### src/rtl/nand_cpu_pkg.sv
// rtl/nand_cpu_pkg.sv - shared CPU widths and instruction-memory loader types
package nand_cpu_pkg;

  localparam int INSTR_WIDTH   = 8;
  localparam int ADDR_WIDTH    = 8;
  localparam int LOADER_BYTE_W = 8;

  typedef enum logic [2:0] {
    IDLE,
    LEN,
    DATA,
    CHK,
    DONE,
    ERROR
  } loader_state_t;

endpackage

### src/rtl/byte_assembler.sv
// rtl/byte_assembler.sv - shifts bytes into a little-endian word and flags completion
module byte_assembler
  import nand_cpu_pkg::*;
#(
  parameter int NBYTES = 2,
  parameter int BYTE_W = LOADER_BYTE_W
) (
  input  logic                     clk,
  input  logic                     n_rst,
  input  logic                     clear,
  input  logic                     byte_en,
  input  logic [BYTE_W-1:0]        byte_in,
  output logic [NBYTES*BYTE_W-1:0] word,
  output logic                     complete
);

  localparam int CW = (NBYTES > 1) ? $clog2(NBYTES) : 1;

  logic [CW-1:0] cnt;

  // word includes the byte being accepted, so complete and word are valid together
  assign complete = byte_en && (cnt == CW'(NBYTES - 1));

  always_ff @(posedge clk or negedge n_rst) begin
    if (!n_rst) begin
      cnt <= '0;
    end else if (clear) begin
      cnt <= '0;
    end else if (byte_en) begin
      cnt <= complete ? '0 : cnt + CW'(1);
    end
  end

  generate
    if (NBYTES == 1) begin : g_single
      assign word = byte_in;
    end else begin : g_multi
      logic [NBYTES*BYTE_W-1:0] shreg;

      assign word = {byte_in, shreg[NBYTES*BYTE_W-1:BYTE_W]};

      always_ff @(posedge clk or negedge n_rst) begin
        if (!n_rst) begin
          shreg <= '0;
        end else if (clear) begin
          shreg <= '0;
        end else if (byte_en) begin
          shreg <= word;
        end
      end
    end
  endgenerate

endmodule

### src/rtl/imem_loader.sv
// rtl/imem_loader.sv - boot loader writing a checksummed byte frame into instruction memory
module imem_loader
  import nand_cpu_pkg::*;
#(
  parameter int INSTR_WIDTH = nand_cpu_pkg::INSTR_WIDTH,
  parameter int ADDR_WIDTH  = nand_cpu_pkg::ADDR_WIDTH,
  parameter int LEN_BYTES   = 2
) (
  input  logic                     clk,
  input  logic                     n_rst,
  input  logic                     start,
  input  logic                     in_valid,
  input  logic [LOADER_BYTE_W-1:0] in_data,
  output logic                     in_ready,
  output logic                     wr_en,
  output logic [ADDR_WIDTH-1:0]    wr_addr,
  output logic [INSTR_WIDTH-1:0]   wr_data,
  output logic                     cpu_hold,
  output logic                     done,
  output logic                     error
);

  localparam int          INSTR_BYTES = INSTR_WIDTH / LOADER_BYTE_W;
  localparam int          LEN_W       = LEN_BYTES * LOADER_BYTE_W;
  localparam int          CNT_W       = ADDR_WIDTH + 1;
  localparam logic [63:0] DEPTH       = 64'd1 << ADDR_WIDTH;

  loader_state_t state, state_next;

  logic                     accept, enter_len, hdr_en, data_en;
  logic                     hdr_done, data_done, hdr_over, last_instr;
  logic [LEN_W-1:0]         hdr_word;
  logic [INSTR_WIDTH-1:0]   data_word;
  logic [LOADER_BYTE_W-1:0] csum;
  logic [CNT_W-1:0]         n_count, instr_cnt;

  assign accept     = in_valid && in_ready;
  assign enter_len  = start && (state == IDLE || state == DONE || state == ERROR);
  assign hdr_en     = accept && (state == LEN);
  assign data_en    = accept && (state == DATA);
  assign hdr_over   = 64'(hdr_word) > DEPTH;
  assign last_instr = (instr_cnt + CNT_W'(1)) == n_count;

  byte_assembler #(.NBYTES(LEN_BYTES), .BYTE_W(LOADER_BYTE_W)) u_hdr (
    .clk      (clk),
    .n_rst    (n_rst),
    .clear    (enter_len),
    .byte_en  (hdr_en),
    .byte_in  (in_data),
    .word     (hdr_word),
    .complete (hdr_done)
  );

  byte_assembler #(.NBYTES(INSTR_BYTES), .BYTE_W(LOADER_BYTE_W)) u_data (
    .clk      (clk),
    .n_rst    (n_rst),
    .clear    (enter_len),
    .byte_en  (data_en),
    .byte_in  (in_data),
    .word     (data_word),
    .complete (data_done)
  );

  always_ff @(posedge clk or negedge n_rst) begin
    if (!n_rst) state <= IDLE;
    else        state <= state_next;
  end

  always_comb begin
    state_next = state;
    in_ready   = 1'b0;
    cpu_hold   = 1'b1;
    done       = 1'b0;
    error      = 1'b0;
    case (state)
      IDLE: if (start) state_next = LEN;
      LEN: begin
        in_ready = 1'b1;
        if (hdr_done) begin
          if (hdr_over)            state_next = ERROR;
          else if (hdr_word == '0) state_next = CHK;
          else                     state_next = DATA;
        end
      end
      DATA: begin
        in_ready = 1'b1;
        if (data_done && last_instr) state_next = CHK;
      end
      CHK: begin
        in_ready = 1'b1;
        if (accept) state_next = (in_data == csum) ? DONE : ERROR;
      end
      DONE: begin
        done     = 1'b1;
        cpu_hold = 1'b0;
        if (start) state_next = LEN;
      end
      ERROR: begin
        error = 1'b1;
        if (start) state_next = LEN;
      end
      default: state_next = IDLE;
    endcase
  end

  // wr_addr is the live instruction index: it advances at the end of each write strobe
  always_ff @(posedge clk or negedge n_rst) begin
    if (!n_rst) begin
      wr_en     <= 1'b0;
      wr_addr   <= '0;
      wr_data   <= '0;
      csum      <= '0;
      n_count   <= '0;
      instr_cnt <= '0;
    end else begin
      wr_en <= 1'b0;
      if (enter_len) begin
        csum      <= '0;
        n_count   <= '0;
        instr_cnt <= '0;
        wr_addr   <= '0;
      end else begin
        if (hdr_en || data_en) csum <= csum ^ in_data;
        if (hdr_done) n_count <= CNT_W'(hdr_word);
        if (data_done) begin
          wr_en     <= 1'b1;
          wr_data   <= data_word;
          instr_cnt <= instr_cnt + CNT_W'(1);
        end
        if (wr_en) wr_addr <= wr_addr + ADDR_WIDTH'(1);
      end
    end
  end

endmodule

### config.mk
export PLATFORM = sky130hd
export DESIGN_NAME = imem_loader
export DESIGN_NICKNAME = d
export VERILOG_FILES = /design/src/rtl/nand_cpu_pkg.sv /design/src/rtl/byte_assembler.sv /design/src/rtl/imem_loader.sv
export SDC_FILE = /design/constraint.sdc
export NUM_CORES = 1
export LEC_CHECK = 0
export ABC_AREA = 1
export CELL_PAD_IN_SITES_DETAIL_PLACEMENT = 0
export CELL_PAD_IN_SITES_GLOBAL_PLACEMENT = 1
export CORE_UTILIZATION = 45
export CTS_CLUSTER_SIZE = 30
export DETAILED_ROUTE_END_ITERATION = 8
export GPL_TIMING_DRIVEN = 0
export HOLD_SLACK_MARGIN = 0.06
export PLACE_DENSITY = 0.88
export REMOVE_ABC_BUFFERS = 1
export SETUP_SLACK_MARGIN = 0.02
export SLEW_MARGIN = 0
export SYNTH_ARGS = -nofsm -noshare
export SYNTH_HDL_FRONTEND = slang
export SYNTH_SLANG_ARGS = --single-unit
### constraint.sdc
create_clock -name clk -period 3.67 [get_ports clk]
set_clock_uncertainty 0.05 [all_clocks]
set_input_delay 0.367 -clock clk [delete_from_list [all_inputs] [get_ports clk]]
set_output_delay 0.367 -clock clk [all_outputs]
set_load 0.1 [all_outputs]
# [After elaboration in Yosys (flattened, before gate mapping)]
# Index checks and enable logic that the tools add are counted.
[word_totals] register_bits=64 in_bits=12 out_inout_bits=21 elab_cells=81
[op_classes] add_sub_neg=4 n_lt_le_gt_ge=1 eq_ne=11 n_mux=30 n_bitwise=3 reduce_logical=22
[op_table] cell="$mux W9" n=4
[op_table] cell="$mux W16" n=2
[op_table] cell="$mux W8" n=4
[op_table] cell="$gt A16 B9 Y1 const B" n=1
[op_table] cell="$logic_not A16 Y1" n=1
[op_table] cell="$mux W3" n=5
[op_table] cell="$mux W1" n=14
[op_table] cell="$pmux W3 S4" n=1
[op_table] cell="$reduce_bool A2 Y1" n=6
[op_table] cell="$add A9 B1 Y9 const B" n=1
[op_table] cell="$eq A9 B9 Y1" n=1
[op_table] cell="$add A8 B1 Y8 const B" n=1
[op_table] cell="$eq A8 B8 Y1" n=1
[op_table] cell="$xor A8 B8 Y8" n=1
[op_table] cell="$logic_and A1 B1 Y1" n=7
[op_table] cell="$eq A3 B2 Y1 const B" n=2
[op_table] cell="$eq A3 B3 Y1 const B" n=2
[op_table] cell="$ne A2 B1 Y1 const B" n=3
[op_table] cell="$reduce_or A3 Y1" n=2
[op_table] cell="$reduce_and A4 Y1" n=1
[op_table] cell="$eq A3 B1 Y1 const B" n=1
[op_table] cell="$logic_not A3 Y1" n=1
[op_table] cell="$logic_or A1 B1 Y1" n=3
[op_table] cell="$add A1 B1 Y1 const B" n=2
[op_table] cell="other kinds (3)" n=4

# [Longest topological paths before layout]
[depth] word_depth=9 mapped_depth=13 mapped_depth_nobuf=13

# [By module]
# Synthesis repeated with hierarchy kept, for this count alone.
[hier_totals] cells_unflattened=419 hier_area_um2=3105.5
[by_module_without_submodules] mod="imem_loader" n_inst=1 cells_per_inst=357 area_per_inst_um2=2578.7 seq_area_each_um2=1151.1
[by_module_without_submodules] mod="byte_assembler (u_hdr)" n_inst=1 cells_per_inst=49 area_per_inst_um2=424.2 seq_area_each_um2=225.2
[by_module_without_submodules] mod="byte_assembler (u_data)" n_inst=1 cells_per_inst=13 area_per_inst_um2=102.6 seq_area_each_um2=25.0

# [Least setup slack after synthesis]
# Ideal clock, no wire load.
[synth_path] kind="reg-to-output" startpoint="register state[1]" endpoint="output port done" arrival_time_ns=2.023 t_required_ns=3.253 path_slack_ns=1.230 stages_incl_launch_ff=4 n_path_buf=0 cell_sequence="dfrtp_1 > nor2_1 > nand2_1 > inv_1"
[synth_via] elab_chain_len=2
[synth_lines] item="start: declaration" line_no="imem_loader.sv:28" rtl="loader_state_t state, state_next;"
[synth_lines] item="start signal: assignment" line_no="imem_loader.sv:66" rtl="else state <= state_next;"
[synth_lines] item="$eq A3 B3 Y1" line_no="imem_loader.sv:75" rtl="case (state)"
[synth_lines] item="$mux W1" line_no="imem_loader.sv:75"
[synth_lines] item="end: declaration" line_no="imem_loader.sv:19" rtl="output logic done,"
# Every way passes these cells.

# [Worst setup path in the final report]
# Ends and elaborated chain as after synthesis.

==> flow_summary_export.csv <==
group,metric,value,unit
outcome,status,"finished, final reports clean",
clocking,cts_tree,"yes",
floorplan,core_area,0.00603,mm2
timing,setup_viol,0,
cells_and_area,fillers,568,
drt,ant_nets,0,
clocking,cts_sinks,56,
clocking,clk_pin_slew_worst_paths,0.10,ns
drt,wl_per_cell,13.0,um
drt,first_pass_iters,4,
floorplan,io_pins,33,
pwr,ir_drop,477,uV
floorplan,die_area,0.00666,mm2
yosys,ys_ff_latch,56,
timing,drv_slew,0,
timing,final.setup.tns,0,ns
place,placedCellCount,445,
timing,min_period,2.63,ns
pwr,p_leak,1.60,nW
yosys,synth_mux_area_frac,0.0210,
yosys,postSynthCellCount,343,
place,place.gp.congestion,0.872,
timing,fmax,381,MHz
drt,vias_per_cell,5.06,
cells_and_area,drive_gt1_frac,0.0792,
floorplan,die_h,81.6,um
critical_path,crit_arrival,2.21,ns
grt,grt_max_degree,37,
critical_path,crit_path_end_kind,"output port",
yosys,synth_fa_ha_area_frac,0.00877,
critical_path,crit_path_start_kind,"register",
clocking,clockBufferDepth,2,
critical_path,crit_path_top_delay_cell,"clkdlybuf4s50_1",
yosys,syn_area,0.00285,mm2
yosys,synth_xor_area_frac,0.0276,
grt,grt_pass1_wl,10.0,mm
grt,grt_pass1_vias,2182,
yosys,yosys_warnings,0,
floorplan,die_w,81.6,um
floorplan,start_util,0.474,
place,io_buffers,32,
grt,grt_usage,0.199,
drt,drc,0,
clocking,cts_made_buffers,5,
yosys,synth-edff-count,0,
yosys,ys_seq_area_frac,0.491,
clocking,cts_setup_buffers,0,
timing,rsz0062_at_grt,"false",
clocking,ctsRootBufferMaster,"clkbuf_8",
timing,slew_headroom,0.351,
cells_and_area,syn2layout_area_growth,17.6,%
timing,fin_crit_sh,0.716,
critical_path,cp_max_fo,7,
yosys,avgSynthCellArea,8.32,um2
yosys,synthArstFlopShare,1.00,
critical_path,crit_path_cell_trace,"nor2_1 -> nand2_1 -> inv_1 -> clkdlybuf4s50_1",
yosys,ys_types,29,
timing,worstMarginPinSlew,0.971,ns
clocking,h-tree-depth,2,
drt,drtIter0Drc,190,
clocking,insertion_delay,0.31,ns
pwr,power.density,813,mW/mm2
drt,num_vias,2295,
place,place_hpwl,4.30,mm
floorplan,row_count,28,
cells_and_area,final_cells,454,
critical_path,crit_type,"reg2out",
cells_and_area,diodes,0,
yosys,synthFlopType,"dfrtp_1",
critical_path,crit_path_max_incr_delay,1.12,ns
cells_and_area,layout.nets,392,
yosys,synth-compound-area-share,0.0986,
drt,finalWirelength,5.89,mm
min_path,hold_path.class,"reg2reg",
clocking,ctsResizeCount,0,
critical_path,required,3.25,ns
grt,antenna_found_initial,0,
timing,report.final.hold_viol_count,0,
job,drv_cap,0,
yosys,synth_top_family_by_area,"simple AND/OR/NAND/NOR gates",
yosys,synth-simple-area-share,0.268,
grt,grt-ovfl-total,0,
synthesized netlist by cell type (4+ instances only):
| library cell | number | area share |
|---|---|---|
| inv_1 | 50 | 0.066 |
| o22ai_1 | 20 | 0.044 |
| nand2_1 | 77 | 0.10 |
| xor2_1 | 5 | 0.015 |
| xnor2_1 | 4 | 0.012 |
| mux2_4 | 4 | 0.021 |
| buf_2 | 4 | 0.0070 |
| o21ai_0 | 21 | 0.037 |
| a21oi_1 | 6 | 0.011 |
| nand3_1 | 25 | 0.044 |
| inv_2 | 5 | 0.0066 |
| dfrtp_1 | 56 | 0.49 |
| nor3_1 | 9 | 0.016 |
| nor2_1 | 27 | 0.036 |
| nand4_1 | 8 | 0.018 |
where the power goes:
group | switching (W) | internal, W
Clock | 0.000205 | 0.000153
Combinational | 0.00101 | 0.000421
Sequential | 0.000129 | 0.000807
Total | 0.00135 | 0.00138
metrics by stage:
| step | area, um2 | hold WS, ns | setup slack (ns) | util | power (W) |
|---|---|---|---|---|---|
| 2_1_floorplan | 2820 | 0.0214 | 1.23 | - | 0.00205 |
| 4_1_cts | 3360 | 0.450 | 1.02 | 0.557 | 0.00275 |
| 3_5_place_dp | 3250 | 0.318 | 1.09 | 0.539 | 0.00238 |
| 6_report | 3360 | 0.448 | 1.04 | 0.557 | 0.00273 |
| 3_3_place_gp | 3230 | 0.420 | 0.438 | 0.537 | 0.00235 |
| 5_1_grt | 3360 | 0.475 | 0.951 | 0.557 | 0.00291 |
state kept, by name (all words and copies together), names as in the netlist:
name	cells
n_count	9
u_hdr.cnt	1
u_data.cnt	1
state	3
instr_cnt	9
u_hdr.g_multi.shreg	8
csum	8
wr_addr	8
wr_data	8
wr_en	1
kinds of logic (layout without fill, tap and decap cells):
logic type,after synthesis,in the layout
mux,4,4
compound gates,50,50
fa+ha+maj,2,2
flops,56,56
buf+inv,61,97
simple gates,161,161
xor+xnor,9,9
layout by cell type (no fill, tap or decap), drive strengths merged:
master         count
nand4              8
mux2               4
ha                 2
o21a               1
dlygate4sd3        1
clkdlybuf4s50     31
and3               1
nor3              10
nor3b              3
xor2               5
xnor2              4
clkinvlp           2
nor2              33
o22ai             20
nand2             80
buf                2
a31oi              1
nand3             26
a211oi             1
inv               55
a21oi              6
dfrtp             56
o21ai             21
clkbuf             6
area by class of cell:
type / instances / area (um2) / share of cell area
inverters: 55 / 206 / 0.0615
well taps: 75 / 93.8 / 0.0280
multi-input cells: 226 / 1210 / 0.361
clock inverters: 2 / 15.0 / 0.00447
clock buffers: 6 / 82.6 / 0.0246
repair buffers: 34 / 345 / 0.103
flip-flops and latches: 56 / 1400 / 0.418
layer usage:
layer / global-route usage / part of all wire / up-vias
li1: - / - / 1196
met1: 0.261 / 0.48 / 1050
met2: 0.324 / 0.47 / 41
met3: 0.0444 / 0.031 / 8
met4: 0.0667 / 0.018 / 0
met5: 0 / 0 / -
repair_timing:
| action | 4_1_cts | 5_1_grt |
|---|---|---|
| endpoints found under the setup margin | 0 | 0 |
| hold buffers | 1 | 0 |
| hold endpoints to repair | 20 | 0 |
worst paths after layout:
check,start,endpoint,slack (ns),cells past startpoint
worst max-delay path,state[1],done,1.04,4
worst min-delay path,wr_data[1],wr_data[1],0.45,2
worst max register to register,state[0],instr_cnt[7],1.20,8
worst min register to register,wr_data[1],wr_data[1],0.45,2
max in group asynchronous,n_rst,state[2],2.52,3
min in group asynchronous,n_rst,wr_addr[5],0.49,2
worst max-delay path: cells and delay by family, from the launching register on:
family                 cells  cell delay, ns
and+or+nand+nor            2            0.24
buffers and inverters      2            1.18
DFF                        1            0.49
(Power assumes the default switching activity.)
